File: src/rtl/cpu_reset_sequencer.sv
// Sequences device and CPU reset release behind DDR calibration, with a
// calibration watchdog, button-driven re-reset and a global enable.
module cpu_reset_sequencer #(
    parameter int unsigned HOLD_CYCLES   = 16,
    parameter int unsigned CALIB_TIMEOUT = 65535
) (
    input  logic       clk,
    input  logic       rst,
    input  logic       button_rflag,
    input  logic       sw_enable,
    input  logic       calib_done,
    output logic       dev_rstn,
    output logic       cpu_rstn,
    output logic       busy,
    output logic       timeout_err,
    output logic [2:0] seq_state
);

    typedef enum logic [2:0] {
        HELD       = 3'd0,
        WAIT_CALIB = 3'd1,
        DEV_REL    = 3'd2,
        RUN        = 3'd3,
        DRAIN      = 3'd4,
        ERR        = 3'd5
    } state_t;

    localparam logic [15:0] HOLD_LAST  = 16'(HOLD_CYCLES - 1);
    localparam logic [15:0] CALIB_LAST = 16'(CALIB_TIMEOUT - 1);

    state_t      state;
    state_t      state_n;
    logic [15:0] cnt;

    always_comb begin
        state_n = state;
        case (state)
            HELD: begin
                if (button_rflag) state_n = WAIT_CALIB;
            end
            WAIT_CALIB: begin
                if (calib_done)          state_n = DEV_REL;
                else if (cnt == CALIB_LAST) state_n = ERR;
            end
            DEV_REL: begin
                if (!calib_done)           state_n = ERR;
                else if (cnt == HOLD_LAST) state_n = RUN;
            end
            RUN: begin
                if (!calib_done)        state_n = ERR;
                else if (button_rflag)  state_n = DRAIN;
            end
            DRAIN: begin
                if (cnt == HOLD_LAST) state_n = WAIT_CALIB;
            end
            ERR: begin
                if (button_rflag) state_n = DRAIN;
            end
            default: state_n = HELD;
        endcase
        // Losing the enable beats every other transition, including from HELD.
        if (!sw_enable) state_n = HELD;
    end

    // Outputs are decoded from the next state so they change on the same
    // edge that the state does.
    always_ff @(posedge clk or posedge rst) begin
        if (rst) begin
            state       <= HELD;
            cnt         <= '0;
            dev_rstn    <= 1'b0;
            cpu_rstn    <= 1'b0;
            busy        <= 1'b0;
            timeout_err <= 1'b0;
            seq_state   <= '0;
        end else begin
            state <= state_n;
            if (state_n != state) begin
                cnt <= '0;
            end else if (cnt != '1) begin
                cnt <= cnt + 16'd1;
            end
            dev_rstn    <= (state_n == DEV_REL) || (state_n == RUN);
            cpu_rstn    <= (state_n == RUN);
            busy        <= (state_n == WAIT_CALIB) || (state_n == DEV_REL) ||
                           (state_n == DRAIN);
            timeout_err <= (state_n == ERR);
            seq_state   <= state_n;
        end
    end

endmodule

File: config.mk
export PLATFORM = sky130hd
export DESIGN_NAME = cpu_reset_sequencer
export DESIGN_NICKNAME = d
export VERILOG_FILES = /design/src/rtl/cpu_reset_sequencer.sv
export SDC_FILE = /design/constraint.sdc
export NUM_CORES = 1
export LEC_CHECK = 0
export CAP_MARGIN = 20
export CORE_AREA = 5 5 60 62
export DETAILED_ROUTE_END_ITERATION = 7
export DIE_AREA = 0 0 65 67
export HOLD_SLACK_MARGIN = 0.15
export PLACE_DENSITY = 0.82
export SYNTH_ARGS = -nofsm -noshare
export SYNTH_HDL_FRONTEND = slang
export SYNTH_SLANG_ARGS = --single-unit
export TNS_END_PERCENT = 100
File: constraint.sdc
create_clock -name clk -period 2 [get_ports clk]
set_input_delay 0.5 -clock clk [delete_from_list [all_inputs] [get_ports clk]]
set_output_delay 0.5 -clock clk [all_outputs]
set_load 0.05 [all_outputs]
==> results of run 1 <==
-- routing by layer --
layer  up-vias  part of all wire
li1        660                 -
met1       650              0.42
met2        38              0.51
met3         9             0.040
met4         0             0.023
met5         -                 0
-- synthesized netlist by cell type (3+ instances only) --
library cell	number	area, um^2
xnor2_1	10	87.6
a21oi_1	3	15.0
nor4_1	3	18.8
dfrtp_1	23	576
and3_1	4	25.0
nor2_1	16	60.1
buf_6	3	33.8
buf_2	4	20.0
nand3_1	13	65.1
inv_1	5	18.8
nand4_1	5	31.3
nor3b_1	4	30.0
o21ai_0	3	15.0
nand2_1	13	48.8
nor2_2	3	18.8
-- repair_timing --
| item | in CTS | in global routing |
|---|---|---|
| resized for setup | 4 | 7 |
| setup endpoints to repair | 17 | 20 |
| setup buffers | 1 | 1 |
| hold buffers | 0 | 0 |
| pin swaps | 3 | 1 |
-- registers in the layout (all words and copies together) (netlist names) --
signal,cells
cpu_rstn,1
timeout_err,1
cnt,16
dev_rstn,1
state,3
busy,1
-- cell type report --
class / count / area share
Clock buffer: 3 / 0.0115
Timing Repair Buffer: 50 / 0.211
Sequential cell: 23 / 0.297
Multi-Input combinational cell: 120 / 0.448
Clock inverter: 1 / 0.00256
Tap cell: 33 / 0.0211
Inverter: 5 / 0.00960
-- tightest hold or removal path: stages --
cell	delay, ps
clkdlybuf4s50_1	390
inv_1	50
buf_4	280
-- worst max-delay path by stage --
stage / slack [ps] / depth (start not counted) / endpoint / start
2_1_floorplan: -40 / 8 / cnt[1] / state[2]
3_3_place_gp: -370 / 9 / cnt[15] / calib_done
3_5_place_dp: -470 / 9 / cnt[15] / calib_done
4_1_cts: -120 / 8 / cnt[15] / cnt[15]
5_1_grt: -260 / 9 / cnt[4] / cnt[15]
6_report: -140 / 9 / cnt[15] / calib_done
-- metrics by stage --
step           worst slack [ps]  setup TNS [ps]   util  hold slack (ps)  std cells
5_1_grt                    -257           -3780  0.656              515        235
4_1_cts                    -125           -1380  0.645              501        235
3_5_place_dp               -467           -6030  0.626              631        230
2_1_floorplan             -37.5            -250      -              502        155
6_report                   -135           -1740  0.656              500        235
3_3_place_gp               -367           -5330  0.626              634        230
-- report_power, final --
part,switching [mW],internal [mW]
Combinational,0.209,0.182
Clock,0.140,0.0750
Sequential,0.0351,0.499
Total,0.384,0.756
-- logic make-up after synthesis --
kind of cell | Yosys count
AOI/OAI and AO/OA | 24
xor gates and xnor gates | 12
adders and majority gates | 2
buffers and inverters | 12
DFF | 23
and+or+nand+nor | 82
==> metrics.txt, run 1 <==
outcome complete, but fails checks; violated checks setup timing; ys async rst share 1.00; commonest non-fill, non-tap cell in the layout buf_4; die area 4360 um^2; total CTS buffers 3; flop-to-flop setup slack -140 ps; Unique masters post-synth 48; FF/Latch Area 581 um^2; root buffer cell clkbuf_4; Max-cap violations 0; routability cong. between 0.8 and 0.9; adder-cell share of the synthesized area 0.0172; Max stage delay on crit path 540 ps; final instance area 1950 um^2; Final setup viols 16; synthesized area per cell approximately 9.4 um^2; Routed Antenna Nets 0; Clock Path Buffers 2; worst min-delay path category in -> async; crit-path cells clkdlybuf4s50_1 > nor2b_1 > nor4b_1 > buf_4 > a211oi_1 > buf_4 > nor3b_4 > buf_12 > nor4bb_4; Hold Fails Final Rpt 0; fin nets 210; vias in the first global route 1335; Most common cell on crit path buf_4; crit path DAT 2370 ps; area of the multi-input gates 875 um^2; Post-synth EDFFs 0; DRC viols 0; Worst setup SP type input port; Design Power 1.14 mW; cell family with most CP delay buffers and inverters; Max IR drop VDD 345 uV; WL/cell 15.3 um; htree depth 1; Final Slew Violations 0; Final Worst Setup Slack -135 ps; M3 GR Usage 0.0287; Starting Density 0.488; Rel. slew slack 0.640; Seq/Total Area, Yosys 0.396; Crit Reg-Reg Startpoint cnt[15]; GRT Max-Usage Layer met2; XOR/XNOR share of the synthesized area 0.0723; pin count of the biggest net entering global routing 24; Initial DRT Pass Iterations 4; area fraction in compound gates after synthesis 0.135; required time of the critical path between 2000 and 2500 ps; Cell Area, Placed 1860 um^2; WP buf/inv 4; fillers roughly 230; vias 1357; RSZ-0062 raised after global routing yes; num rows 20; core area 2980 um^2; minimum clock period about 2100 ps; Die Y approximately 67 um; share of layout cells above drive strength 1 0.337; Syn Std Cell Area 1450 um^2; simple-gate share of the synthesized area 0.330; top_reg_cell synth dfrtp_1; routing usage on met2 0.314; clk_skew 7.25 ps; hpwl dp 2.66 mm; worst slew pin tran 539 ps; first-pass GRT wire length ~6 mm; global route overflow 0; syn_nets 162; commonest non-fill, non-tap cells in the layout buf_4 (41), dfrtp_1 (19), nor2_1 (15), nand2_1 (13), nand3_1 (12); slowest CP cell clkdlybuf4s50_1; clk sinks 23; CTS clk-pin slew, worst paths ~120 ps; total track usage 0.178; FF-to-FF End cnt[4]; Skew-Pair Late Insertion Delay 320 ps; Worst R2R Path Depth 9; achievable clock frequency between 0.4 and 0.5 GHz; power density cells 583 nW/um^2; Crit. End Element flop; antenna violations before repair 0; Die X 65 um; CTS tree yes; PortBufs 11; post-synthesis instance total 155; Initial DRC Count 79; DRT Wirelength 3.59 mm; # diodes 0; met1 Use GR 0.210; CP Max Fanout 16; DR vias/cell 5.77; largest family of logic cells by synthesized area simple AND/OR/NAND/NOR gates; period utilization 1.07; #FFs+latches synth 23; Critical Setup Path Class in -> reg; Leak 0.938 nW; post-synthesis mux area share 0; Syn. warnings 0; Area growth syn-to-layout 34.4%; I/O pin count 12
(Power assumes the default switching activity.)
==> inputs of run 2 (changes only) <==
==> constraint.sdc (replaced) <==
create_clock -name clk -period 1.71 [get_ports clk]
set_input_delay 0.4275 -clock clk [delete_from_list [all_inputs] [get_ports clk]]
set_output_delay 0.4275 -clock clk [all_outputs]
set_load 0.05 [all_outputs]
==> run 2 against run 1 <==
The flow still finishes with violations (setup timing); cell area is 9.5% higher; clock skew is 0.67 ps higher; setup slack worse by 260 ps; sequential cell count stayed put; clock-buffer cell count stayed put; largest cell class unchanged; first-iteration DRC count is 66% higher; routed wire length is 11% higher; critical path depth is 1 lower; register-to-register slack worse by 260 ps.
==> metrics.txt, run 2 (same netlist as run 1, synthesis figures left out) <==
outcome complete, but fails checks; violated checks setup timing; Worst R2R Path Depth 8; total CTS buffers 3; Initial DRC Count 131; FF-to-FF End cnt[15]; DR top layer met4; clk_skew around 8 ps; minimum clock period about 2100 ps; WL met3 approximately 160 um; worst slew pin tran 469 ps; CP Max Fanout 8; Critical Setup Path Class reg -> reg; die area 4360 um^2; Rel. slew slack 0.683; share of layout cells above drive strength 1 0.458; RSZ-0062 raised after global routing yes; CTS clk-pin slew, worst paths 130 ps; Worst setup SP type flop; Final Slew Violations 0; pin count of the biggest net entering global routing 24; Largest Register cnt; Starting Density 0.488; flop-to-flop setup slack -400 ps; DRC viols 0; htree depth 1; PortBufs 11; Clock Path Buffers 2; Skew-Pair Late Insertion Delay 330 ps; I/O pin count 12; WL/cell between 15 and 20 um; achievable clock frequency about 0.47 GHz; commonest non-fill, non-tap cell in the layout buf_4; vias in the first global route 1370; cts hold-fix bufs 0; core area 2980 um^2; vias between 1000 and 1500; WL met2 2.10 mm; clk sinks 23; Die X 65 um; setup tns final -6660 ps; Regs by FF count cnt (16), state (3); total track usage 0.187; wl on met1 1.65 mm; Final setup viols 20; area of the multi-input gates roughly 940 um^2; power density cells 660 nW/um^2; CTS tree yes; Final Worst Setup Slack -398 ps; worst min-delay path category in -> async; Max-cap violations 0; Hold Fails Final Rpt 0; Crit. End Element flop; root buffer cell clkbuf_4; DR vias/cell ~5.8; global route overflow 0; max FFs per register 16; routability cong. 0.843; # diodes 0; Crit Reg-Reg Startpoint cnt[0]; Area growth syn-to-layout 47.2%; period utilization 1.23; commonest non-fill, non-tap cells in the layout buf_4 (55), dfrtp_1 (18), nand2_1 (13), nor2_1 (12), nand3_1 (12); Worst setup startpoint cnt[0]; hpwl dp 2.77 mm; Initial DRT Pass Iterations 4; antenna violations before repair 0; Max IR drop VDD a little under 600 uV; required time of the critical path 1950 ps; first-pass GRT wire length 6.24 mm; Leak just under 1 nW; crit path DAT approximately 2400 ps; Design Power 1.41 mW; DRT Wirelength 3.98 mm; Worst Setup EP cnt[15]; fillers 211; FF/Latch Area around 580 um^2; Routed Antenna Nets 0; Die Y 67 um; fin nets around 220; num rows 20
run 2: changes by cell type in the layout (fill, tap and decap cells not counted), moves of 3 or more:
| cell | change |
|---|---|
| nor2_2 | +4 |
| nor3b_1 | -3 |
| buf_4 | +14 |
| nor2_1 | -3 |
| nor3b_2 | +3 |
run 2: worst min path at each step:
stage	startpoint	endpoint	slack (ps)	cells after the start
final	rst	cnt[12]	410	3
after detailed placement	cnt[13]	cnt[13]	640	4
after floorplan	rst	busy	430	1
after global routing	rst	cnt[12]	450	3
after global placement	cnt[14]	cnt[14]	640	4
after CTS	rst	cnt[12]	420	3
run 2: area by class of cell:
type	count	share of cell area
clock buffer	3	0.0105
clock inverter	1	0.00234
inverter	5	0.00877
multi-input combinational	120	0.437
sequential	23	0.272
tap	33	0.0193
timing repair buffer	64	0.250
run 2: power breakdown:
group          internal, mW  leakage [nW]  switching, mW
clock network        0.0880        0.0177          0.176
registers             0.585         0.308         0.0466
logic                 0.250         0.638          0.266
total                 0.923         0.964          0.489
run 2: per-layer routing:
metal / GRT usage / vias to the layer above
li1: - / 684
met5: 0 / -
met3: 0.0202 / 7
met2: 0.337 / 43
met4: 0.0897 / 0
met1: 0.221 / 721
run 2: per-stage QoR:
stage | cell area [um^2] | std cells | util | hold WS (ps) | worst slack [ps]
2_1_floorplan | 1500 | 155 | - | 429 | -322
3_5_place_dp | 1970 | 238 | 0.661 | 645 | -645
4_1_cts | 2090 | 249 | 0.702 | 416 | -450
6_report | 2140 | 249 | 0.719 | 414 | -398
3_3_place_gp | 1970 | 238 | 0.661 | 638 | -543
5_1_grt | 2140 | 249 | 0.719 | 448 | -514
run 2: worst max-delay path, cell delays in order (launching register included):
cell       delay [ps]
dfrtp_2           470
inv_2              90
ha_4              130
or3b_4            380
nor4_4            230
a2111oi_2         130
a211oi_2          210
buf_4             200
nor4bb_2          190
run 2: repair_timing:
action | 4_1_cts | 5_1_grt
pin swaps | 11 | 6
gates resized for setup | 12 | 10
setup endpoints to repair | 20 | 21
setup buffers | 8 | 1
gates cloned | 0 | 0
==> patch, RTL diff (config.mk and constraints of run 2) <==
Reset style: synchronous (`rst`), changed in one clocked block.
--- a/src/rtl/cpu_reset_sequencer.sv
+++ b/src/rtl/cpu_reset_sequencer.sv
@@ -66,3 +66,3 @@
     // edge that the state does.
-    always_ff @(posedge clk or posedge rst) begin
+    always_ff @(posedge clk) begin
         if (rst) begin
Behaviour: differs if rst is asserted again (counterexample within 4 cycles, from zero or initial values and one cycle with rst high); with rst held inactive, the same outputs for 10 cycles.
==> patch against run 2 <==
- setup slack better by 0.042 ns
- fmax up 2.0%
- synthesized area down 10%
- critical path type unchanged
- core utilization down 5.7 points
- the run still ends with setup timing left
- sequential cell count unchanged
- wire length down 2.5%
- cell area down 7.9%
Power is not compared: it rests on default switching activity, and its combinational part moved more than twofold at a synthesized area within 25%.
==> patch: results <==
[cells_and_area]
fin_nets = 213
fin_util_pct = 66.18
final-instance-count-excl-fill = 238
fillCellCount = 231
drive_gt1_share_pct = 42.44

[run_status]
failed_checks = "setup timing"
status = "complete, but fails checks"

[routing]
met1_length_mm = 1.536
viasPerCell = 6.017
wl_met3_um = 185
drt-initial-drc-count = 77
drt_wl_total_mm = 3.881
dr_wl_met2_mm = 2.060
dr.pass1.iters = 4

[synthesis]
synth_nets = 160
synthXorXnorAreaFrac_pct = 8.733
synthArstFlopShare_pct = 0
yosysSeqAreaShare_pct = 35.32
synthAdderAreaFrac_pct = 1.919
synthDistinctLibCells = 39
synth_area_leaders = "dfxtp_1 35%, a211oi_1 9.2%, xor2_1 6.0%"
synth_compound_area_share_pct = 20.35
netlist_instances = 153
ys_top_cells_by_count = "23 x dfxtp_1, 16 x a211oi_1, 10 x nand2_1, 10 x nand4_1, 10 x nor2_1"

[hold_path]
min_to = "cnt[0]$_SDFFE_PP0P_"
hold_class = "flip-flop to flip-flop"
hp-start = "cnt[0]$_SDFFE_PP0P_"

[worst_setup_path]
max_stage_delay_ns = 0.58
reg2reg_depth = 5
critPathCapture = "busy$_SDFF_PP0_"
path_max_fanout = 3
cp_slowest_cell = "or4_4"
worstPathArrival_ns = 2.33
reg2reg_from = "cnt[15]$_SDFFE_PP0P_"

[clocking]
cts_root_buf = "clkbuf_4"
htreeDepth = 1
clk_latency_ns = 0.32
cts_inserted_buffers = 3

[global_routing]
use_met1_pct = 21.14
grt_use_met2_pct = 35.63
grt_usage_pct = 19.14
grt_pass1_wl_mm = 6.430
grt_pass1_vias = 1368
grt_max_degree = 17
groute.layer.met3.usage_pct = 2.867

[timing]
finalClockSkew_ns = 0.002503
tns_ns = -6.590
layout_setup_ws_ns = -0.3555
setup_viol = 21
tightestPinTransition_ns = 0.3684
holdWs_ns = 0.6571

[placement]
place_area_mm2 = 0.001767
post-place-ws_ns = -0.6113
placed_cells = 229
routabilityCongestion = 0.8470
hpwl_mm = 2.679

[power]
switching_share_pct = 29.10
==> patch: cell count changes after synthesis, moves of 4 or more <==
cell	before	now
nor2_1	16	10
a211oi_1	1	16
xor2_1	2	9
clkbuf_1	0	5
xnor2_1	10	4
nand4_1	5	10
dfrtp_1	23	0
nand3_1	13	9
dfxtp_1	0	23
==> patch: repair_timing <==
item	4_1_cts	5_1_grt
buffers inserted	3	2
cloned	1	0
hold buffers	0	0
endpoints found under the hold margin	0	0
pin swaps	5	6
setup endpoints to repair	21	21
resized for setup	5	20
==> patch: area by class of cell <==
type / count / area share (%)
multi-input cells: 118 / 46.86
repair buffers: 56 / 24.95
flip-flops and latches: 23 / 23.81
well taps: 33 / 2.095
clock buffers: 3 / 1.143
inverters: 4 / 0.7619
clock inverters: 1 / 0.3810
==> patch: power groups by stage <==
stage	logic, µW	clock network [µW]	registers (µW)
floorplan	75.0	0	575
global placement	145	0	565
detailed placement	151	0	566
CTS	174	277	554
global route	215	297	556
finish	202	270	555
